File: config.mk
export PLATFORM = sky130hd
export DESIGN_NAME = handshake_constant_sink
export DESIGN_NICKNAME = d
export VERILOG_FILES = /design/src/rtl/handshake_constant_sink.sv
export SDC_FILE = /design/constraint.sdc
export NUM_CORES = 1
export LEC_CHECK = 0
export BUFFER_PORTS_ARGS = -buffer_cell sky130_fd_sc_hd__clkbuf_2
export CORE_ASPECT_RATIO = 1.5
export CORE_MARGIN = 1.5
export CORE_UTILIZATION = 35
export DETAILED_ROUTE_END_ITERATION = 12
export MAX_ROUTING_LAYER = met4
export SLEW_MARGIN = 15
export SYNTH_ARGS = -nofsm -noshare
export SYNTH_HDL_FRONTEND = slang
export SYNTH_SLANG_ARGS = --single-unit
File: constraint.sdc
create_clock -name clk -period 4.9 [get_ports clk]
set_input_delay 0 -clock clk [delete_from_list [all_inputs] [get_ports clk]]
set_output_delay 0 -clock clk [all_outputs]
set_load 0.01 [all_outputs]
File: src/rtl/handshake_constant_sink.sv
// handshake_constant_sink: valid/ready sink that checks every accepted token against a constant, counts tokens and stalls ready on a programmable pattern
module handshake_constant_sink #(
    parameter int                    DATA_WIDTH   = 37,
    parameter logic [DATA_WIDTH-1:0] EXPECTED     = 37'h0DD4A70553,
    parameter int                    STALL_CYCLES = 0,
    parameter int                    MAX_TOKENS   = 0,
    parameter int                    COUNT_WIDTH  = 16
) (
    input  logic                   clk,
    input  logic                   rst,
    input  logic [DATA_WIDTH-1:0]  ins,
    input  logic                   ins_valid,
    output logic                   ins_ready,
    output logic [COUNT_WIDTH-1:0] token_count,
    output logic                   mismatch,
    output logic [DATA_WIDTH-1:0]  first_bad,
    output logic                   done
);
    localparam int SW = (STALL_CYCLES > 1) ? $clog2(STALL_CYCLES) : 1;
    localparam logic [SW-1:0] STALL_LOAD = SW'((STALL_CYCLES > 0) ? STALL_CYCLES - 1 : 0);
    // A limit beyond the saturated count can never be hit, so done is simply never raised.
    localparam bit MAX_REACHABLE = (MAX_TOKENS > 0) &&
                                   (longint'(MAX_TOKENS) < (longint'(1) << COUNT_WIDTH));
    localparam logic [COUNT_WIDTH-1:0] MAX_COUNT = COUNT_WIDTH'(MAX_TOKENS);

    typedef enum logic [1:0] {ACCEPT, STALL, DONE} state_t;

    state_t                  state_q, state_d;
    logic [SW-1:0]           stall_q, stall_d;
    logic [COUNT_WIDTH-1:0]  count_q, count_d;
    logic                    mismatch_q, mismatch_d;
    logic [DATA_WIDTH-1:0]   first_bad_q, first_bad_d;
    logic                    done_q, done_d;
    logic                    xfer;

    // Ready comes only from state and reset, never from ins_valid.
    assign ins_ready   = rst && (state_q == ACCEPT);
    assign xfer        = ins_valid && ins_ready;
    assign token_count = count_q;
    assign mismatch    = mismatch_q;
    assign first_bad   = first_bad_q;
    assign done        = done_q;

    // Next-state, stall countdown, saturating count and payload checking.
    always_comb begin
        state_d     = state_q;
        stall_d     = stall_q;
        count_d     = count_q;
        mismatch_d  = mismatch_q;
        first_bad_d = first_bad_q;
        if (xfer && (count_q != '1))
            count_d = count_q + COUNT_WIDTH'(1);
        if (xfer && (ins != EXPECTED)) begin
            mismatch_d = 1'b1;
            if (!mismatch_q)
                first_bad_d = ins;
        end
        case (state_q)
            ACCEPT: begin
                if (xfer) begin
                    if (MAX_REACHABLE && (count_d == MAX_COUNT)) begin
                        state_d = DONE;
                    end else if (STALL_CYCLES != 0) begin
                        state_d = STALL;
                        stall_d = STALL_LOAD;
                    end
                end
            end
            STALL: begin
                if (stall_q == '0)
                    state_d = ACCEPT;
                else
                    stall_d = stall_q - SW'(1);
            end
            DONE:    state_d = DONE;
            default: state_d = ACCEPT;
        endcase
        done_d = (state_d == DONE);
    end

    // State and registered outputs, cleared asynchronously while rst is low.
    always_ff @(posedge clk or negedge rst) begin
        if (!rst) begin
            state_q     <= ACCEPT;
            stall_q     <= '0;
            count_q     <= '0;
            mismatch_q  <= 1'b0;
            first_bad_q <= '0;
            done_q      <= 1'b0;
        end else begin
            state_q     <= state_d;
            stall_q     <= stall_d;
            count_q     <= count_d;
            mismatch_q  <= mismatch_d;
            first_bad_q <= first_bad_d;
            done_q      <= done_d;
        end
    end
endmodule
==> flow_summary.yaml, run 1 <==
setup_path:
  r2r-end: "token_count[13]"
  startpoint_type: "primary input"
  slowest_delay_ns: 0.82
  rr_worst_depth: 4
  r2r-start: "state_q[0]"
  cp-end-kind: "flop"
  cp.required_ns: 5.10
  cp_cell_sequence: "dlygate4sd3_1, clkbuf_2, nand4bb_1, nor4_1, nand4_1, xnor2_1"
  cpMaxStageDelayCell: "nor4_1"
  crit_type: "in2reg"
  crit_end: "token_count[13]"
  startpoint: "rst"
  reg2reg_slack_ns: 2.81
  cp.arrival_ns: 2.71
  cp_max_fo: 29
global_route:
  antenna_found_initial: 0
  grt_use_total_pct: 17.1
  grt_max_degree: 33
  grt_pass1_vias: 1974
  grt_pass1_wl_um: 9730
  grt.overflow.total: 0
routing:
  avgViaCountPerCell: 5.05
  num_vias: 1945
  wl_um: 6030
  ant_nets: 0
  top_layer: "met4"
  wl_met3_um: 262
  wl_met2_um: 3320
  drtPass1Iterations: 4
  post_drt_wl_per_cell_um: 15.7
  wl_met1_um: 2330
  drc_errors: 0
  drt_iter0_drc: 61
die:
  io_pins: 96
  start_util_pct: 36.4
  die_height_um: 104
  core_region_area_um2: 6580
  die_w_um: 70.5
  fp.dieArea_um2: 7360
  rows: 36
final_layout:
  fin_area_um2: 3410
  drive_above_1_share_pct: 45.3
  area_growth_pct: 42.4
  final_nets: 349
  fillCellCount: 590
  num_antenna_cells: 0
clock_tree:
  cts_tree: "built"
  clk_pin_slew_worst_paths_ns: 0.10
  clock-sinks: 56
  ctsLongestPathBuffers: 2
  post_cts_buffers: 0
  clk-insertion-delay-late_ns: 0.30
  numCtsBuffers: 5
  cts_root_buffer: "clkbuf_8"
  ctsHoldBuffers: 38
  cts_resized: 0
  htree_num_levels: 2
logic_synthesis:
  synthArstFlopShare_pct: 100
  syn_avg_cell_area_um2: 14.0
  synth_warnings: 0
  synth_cells: 171
  ys_types: 35
  synth_edf_count: 0
  syn_area_um2: 2390
  yosysSeqAreaShare_pct: 58.5
  synthFlopType: "dfrtp_1"
  synth-seq-cells: 56
  synth_nets: 212
sta:
  rsz0062_at_grt: "false"
  skew_ns: 0.00669
  final_hold_viol_count: 0
  fmax_mhz: 398
  setup_tns_ns: 0
  period_needed_ns: 2.51
  finalCritPeriodShare_pct: 51.2
  tightest_slew_ns: 0.806
  setup_violations: 0
  slew_violations: 0
  relSlewSlack_pct: 45.7
run_status:
  status: "complete, no violations"
run:
  maxCapViolations: 0
power:
  p_per_area_nw_per_um2: 268
  vdd_drop_max_v: 0.000150
  p_leak_nw: 1.78
min_path:
  hold_path.class: "in2reg"
placed_design:
  gp_congestion: 0.812
  io_buffers: 95
  place_area_um2: 2940
  dp_hpwl_um: 4140
==> layout make-up <==
cell class	instances	area (um2)	share of cell area [%]
flip-flops and latches	56	1400	41.1
multi-input cells	109	948	27.8
repair buffers	135	871	25.5
well taps	76	95.1	2.79
clock buffers	8	90.1	2.64
inverters	1	3.75	0.110
==> state kept, by name, summed over array words and instances (netlist names) <==
register,flops
token_count,16
mismatch,1
done,1
state_q,1
first_bad,37
==> Yosys cell counts (2+ instances only) <==
| cell type | instances | share of area, % |
|---|---|---|
| mux2_2 | 36 | 17 |
| and3_1 | 3 | 0.78 |
| nand4_1 | 7 | 1.8 |
| o21ai_0 | 3 | 0.63 |
| nor2_1 | 2 | 0.31 |
| mux2_1 | 2 | 0.94 |
| nor4b_1 | 3 | 1.1 |
| nand3_1 | 6 | 1.3 |
| xor2_1 | 4 | 1.5 |
| nor4bb_1 | 2 | 0.84 |
| nor3_1 | 4 | 0.84 |
| a211o_1 | 2 | 0.73 |
| nand2_1 | 3 | 0.47 |
| dfrtp_1 | 56 | 59 |
| buf_6 | 3 | 1.4 |
| xnor2_1 | 10 | 3.7 |
| clkbuf_1 | 2 | 0.31 |
| and4b_1 | 3 | 1.3 |
| nor4_1 | 4 | 1.0 |
==> logic make-up after synthesis <==
group,share of synthesized area (%)
other cells,0.157
buf+inv,1.88
mux,17.9
fa+ha+maj,0.522
flops,58.5
xor+xnor,5.12
compound gates,3.61
simple gates,12.3
==> per-stage QoR <==
step / hold WS (ns) / utilization [%] / instances / total power [mW] / setup slack (ns)
final: 0.220 / 51.8 / 385 / 0.912 / 2.39
after CTS: 0.213 / 51.8 / 385 / 0.924 / 2.38
after global placement: 0.0725 / 44.7 / 339 / 0.640 / 2.63
after floorplan: -0.296 / - / 171 / 0.573 / 3.00
after detailed placement: 0.0792 / 44.7 / 339 / 0.642 / 2.61
after global routing: 0.211 / 51.8 / 385 / 0.964 / 2.09
==> worst max-delay path: cells and delay by family <==
| family | cells | cell delay (ns) |
|---|---|---|
| buf+inv | 2 | 1.08 |
| xor+xnor | 1 | 0.16 |
| simple gates | 3 | 1.47 |
==> power breakdown <==
group,total (mW),switching (mW),internal [mW],leakage (nW)
sequential,0.517,0.0312,0.485,0.763
clock,0.257,0.141,0.116,0.0455
combinational,0.139,0.0660,0.0727,0.977
total,0.912,0.238,0.674,1.78
==> placed cells by master (no fill, tap or decap), types with 4 or more instances in the layout <==
master | Yosys | routed
xnor2_1 | 10 | 10
nor3_1 | 4 | 4
nor4_1 | 4 | 4
dfrtp_1 | 56 | 56
clkbuf_2 | 0 | 95
nand4_1 | 7 | 7
nand3_1 | 6 | 6
xor2_1 | 4 | 4
mux2_2 | 36 | 36
clkbuf_8 | 0 | 6
dlygate4sd3_1 | 0 | 38
==> worst min-delay path by stage <==
stage	depth (start not counted)	startpoint	slack (ns)	to
finish	4	ins_valid	0.22	token_count[2]
global placement	1	rst	0.07	done
detailed placement	1	rst	0.08	done
global route	4	ins_valid	0.21	token_count[2]
CTS	4	ins_valid	0.21	token_count[2]
floorplan	0	rst	-0.30	done
==> layer usage <==
layer,track usage (%),vias to the layer above
met5,-,-
met4,5.39,0
met3,3.00,8
met2,30.5,69
met1,19.1,966
li1,-,902
No activity file was read; power rests on OpenSTA's default activity.
==> run 2, diff against run 1 <==
==> constraint.sdc (replaced) <==
create_clock -name clk -period 2.1 [get_ports clk]
set_input_delay 0 -clock clk [delete_from_list [all_inputs] [get_ports clk]]
set_output_delay 0 -clock clk [all_outputs]
set_load 0.01 [all_outputs]
==> flow_summary.yaml, run 2 (synthesis gave the netlist of run 1 again) <==
run_status:
  status: "complete, no violations"
clock_tree:
  clk-insertion-delay-late_ns: 0.30
  cts_tree: "built"
  cts_root_buffer: "clkbuf_8"
  clk_pin_slew_worst_paths_ns: 0.09
  numCtsBuffers: 5
  clock-sinks: 56
  ctsLongestPathBuffers: 2
  htree_num_levels: 2
setup_path:
  rr_worst_depth: 4
  crit_type: "in2reg"
  startpoint: "ins[22]"
  r2r-end: "token_count[1]"
  cp_max_fo: 29
  r2r-start: "token_count[5]"
  crit_end: "first_bad[3]"
  startpoint_type: "primary input"
  cp.arrival_ns: 2.19
  reg2reg_slack_ns: 0.28
  cp.required_ns: 2.29
  cp-end-kind: "flop"
final_layout:
  area_growth_pct: 45.3
  fin_area_um2: 3480
  drive_above_1_share_pct: 47.1
  largest_reg_flops: 37
  final_common_cell: "clkbuf_2"
  num_antenna_cells: 0
  fillCellCount: 585
  final_cell_mix: "clkbuf_2 (95), dfrtp_1 (56), dlygate4sd3_1 (38)"
  final_nets: 355
  final_core_util_pct: 52.9
die:
  rows: 36
  die_height_um: 104
  die_w_um: 70.5
  core_region_area_um2: 6580
  fp.dieArea_um2: 7360
  io_pins: 96
  start_util_pct: 36.4
sta:
  fmax_mhz: 499
  timing.hold.ws_ns: 0.234
  slew_violations: 0
  finalCritPeriodShare_pct: 95.4
  setup_violations: 0
  skew_ns: 0.00502
  setup_tns_ns: 0
  tightest_slew_ns: 0.712
  relSlewSlack_pct: 52.5
  rsz0062_at_grt: "false"
  period_needed_ns: 2.00
  final_hold_viol_count: 0
power:
  p_per_area_nw_per_um2: 621
  p_seq_share_pct: 55.9
  internal-power_mw: 1.61
  comb_power_share_pct: 15.6
  clkPwrFrac_pct: 28.6
  vdd_drop_max_v: 0.000368
  swShare_pct: 25.6
  p_leak_nw: 1.82
  power.switching_mw: 0.553
routing:
  drt_iter0_drc: 68
  num_vias: 1948
  drtPass1Iterations: 4
  wl_um: 5940
  avgViaCountPerCell: 4.99
  ant_nets: 0
  post_drt_wl_per_cell_um: 15.2
  drc_errors: 0
global_route:
  grt_use_total_pct: 16.7
  grt.overflow.total: 0
  grt_max_degree: 57
  antenna_found_initial: 0
  grt_pass1_vias: 2024
  grt_pass1_wl_um: 9510
placed_design:
  gp_congestion: 0.807
  dp_hpwl_um: 4190
  io_buffers: 95
  place_area_um2: 3000
run:
  maxCapViolations: 0
min_path:
  hold_path.class: "in2reg"
==> run 2: critical path, stage by stage <==
cell and delay, ns:
dlygate4sd3_1 0.53, clkbuf_2 0.11, nor4b_1 0.36, nand4_1 0.22, o311ai_4 0.36, buf_12 0.24, mux2_2 0.36
==> run 2: area by class of cell <==
class	count	area [um2]	share of cell area (%)
repair buffers	141	928	26.7
clock buffers	7	96.3	2.77
multi-input cells	109	955	27.4
flip-flops and latches	56	1400	40.3
inverters	1	3.75	0.108
well taps	76	95.1	2.73
==> run 2: routing by layer <==
layer | global-route usage, % | wire length, um | vias up
li1 | - | - | 910
met1 | 17.7 | 2240 | 958
met2 | 29.9 | 3240 | 64
met3 | 3.20 | 290 | 16
met4 | 6.60 | 168 | 0
met5 | - | 0 | -
==> run 2: how the worst min path moves through the flow <==
stage	startpoint	end	cells after the start
2_1_floorplan	rst	done	0
3_3_place_gp	rst	done	2
4_1_cts	ins_valid	token_count[2]	4
6_report	ins_valid	token_count[2]	4
3_5_place_dp	rst	token_count[10]	2
5_1_grt	ins_valid	token_count[2]	4
==> run 2: per-stage QoR <==
step / instances / worst slack (ns) / total power [mW]
4_1_cts: 390 / 0.0767 / 2.20
3_5_place_dp: 345 / 0.300 / 1.52
2_1_floorplan: 171 / 0.197 / 1.34
5_1_grt: 390 / 0.0103 / 2.27
6_report: 390 / 0.0975 / 2.16
3_3_place_gp: 345 / 0.309 / 1.51
==> run 2: power by group through the flow <==
stage	sequential, mW	clock [mW]	combinational, mW
after floorplan	1.24	0	0.0997
after global placement	1.23	0	0.275
after detailed placement	1.23	0	0.284
after CTS	1.21	0.647	0.340
after global routing	1.22	0.686	0.371
final	1.21	0.617	0.336
==> run 2: timing repair <==
| action | in CTS | in global routing |
|---|---|---|
| gates resized for setup | 0 | 1 |
| buffers inserted | 0 | 0 |
| setup endpoints to repair | 0 | 3 |
| hold buffers | 38 | 0 |
| endpoints found under the hold margin | 93 | 0 |
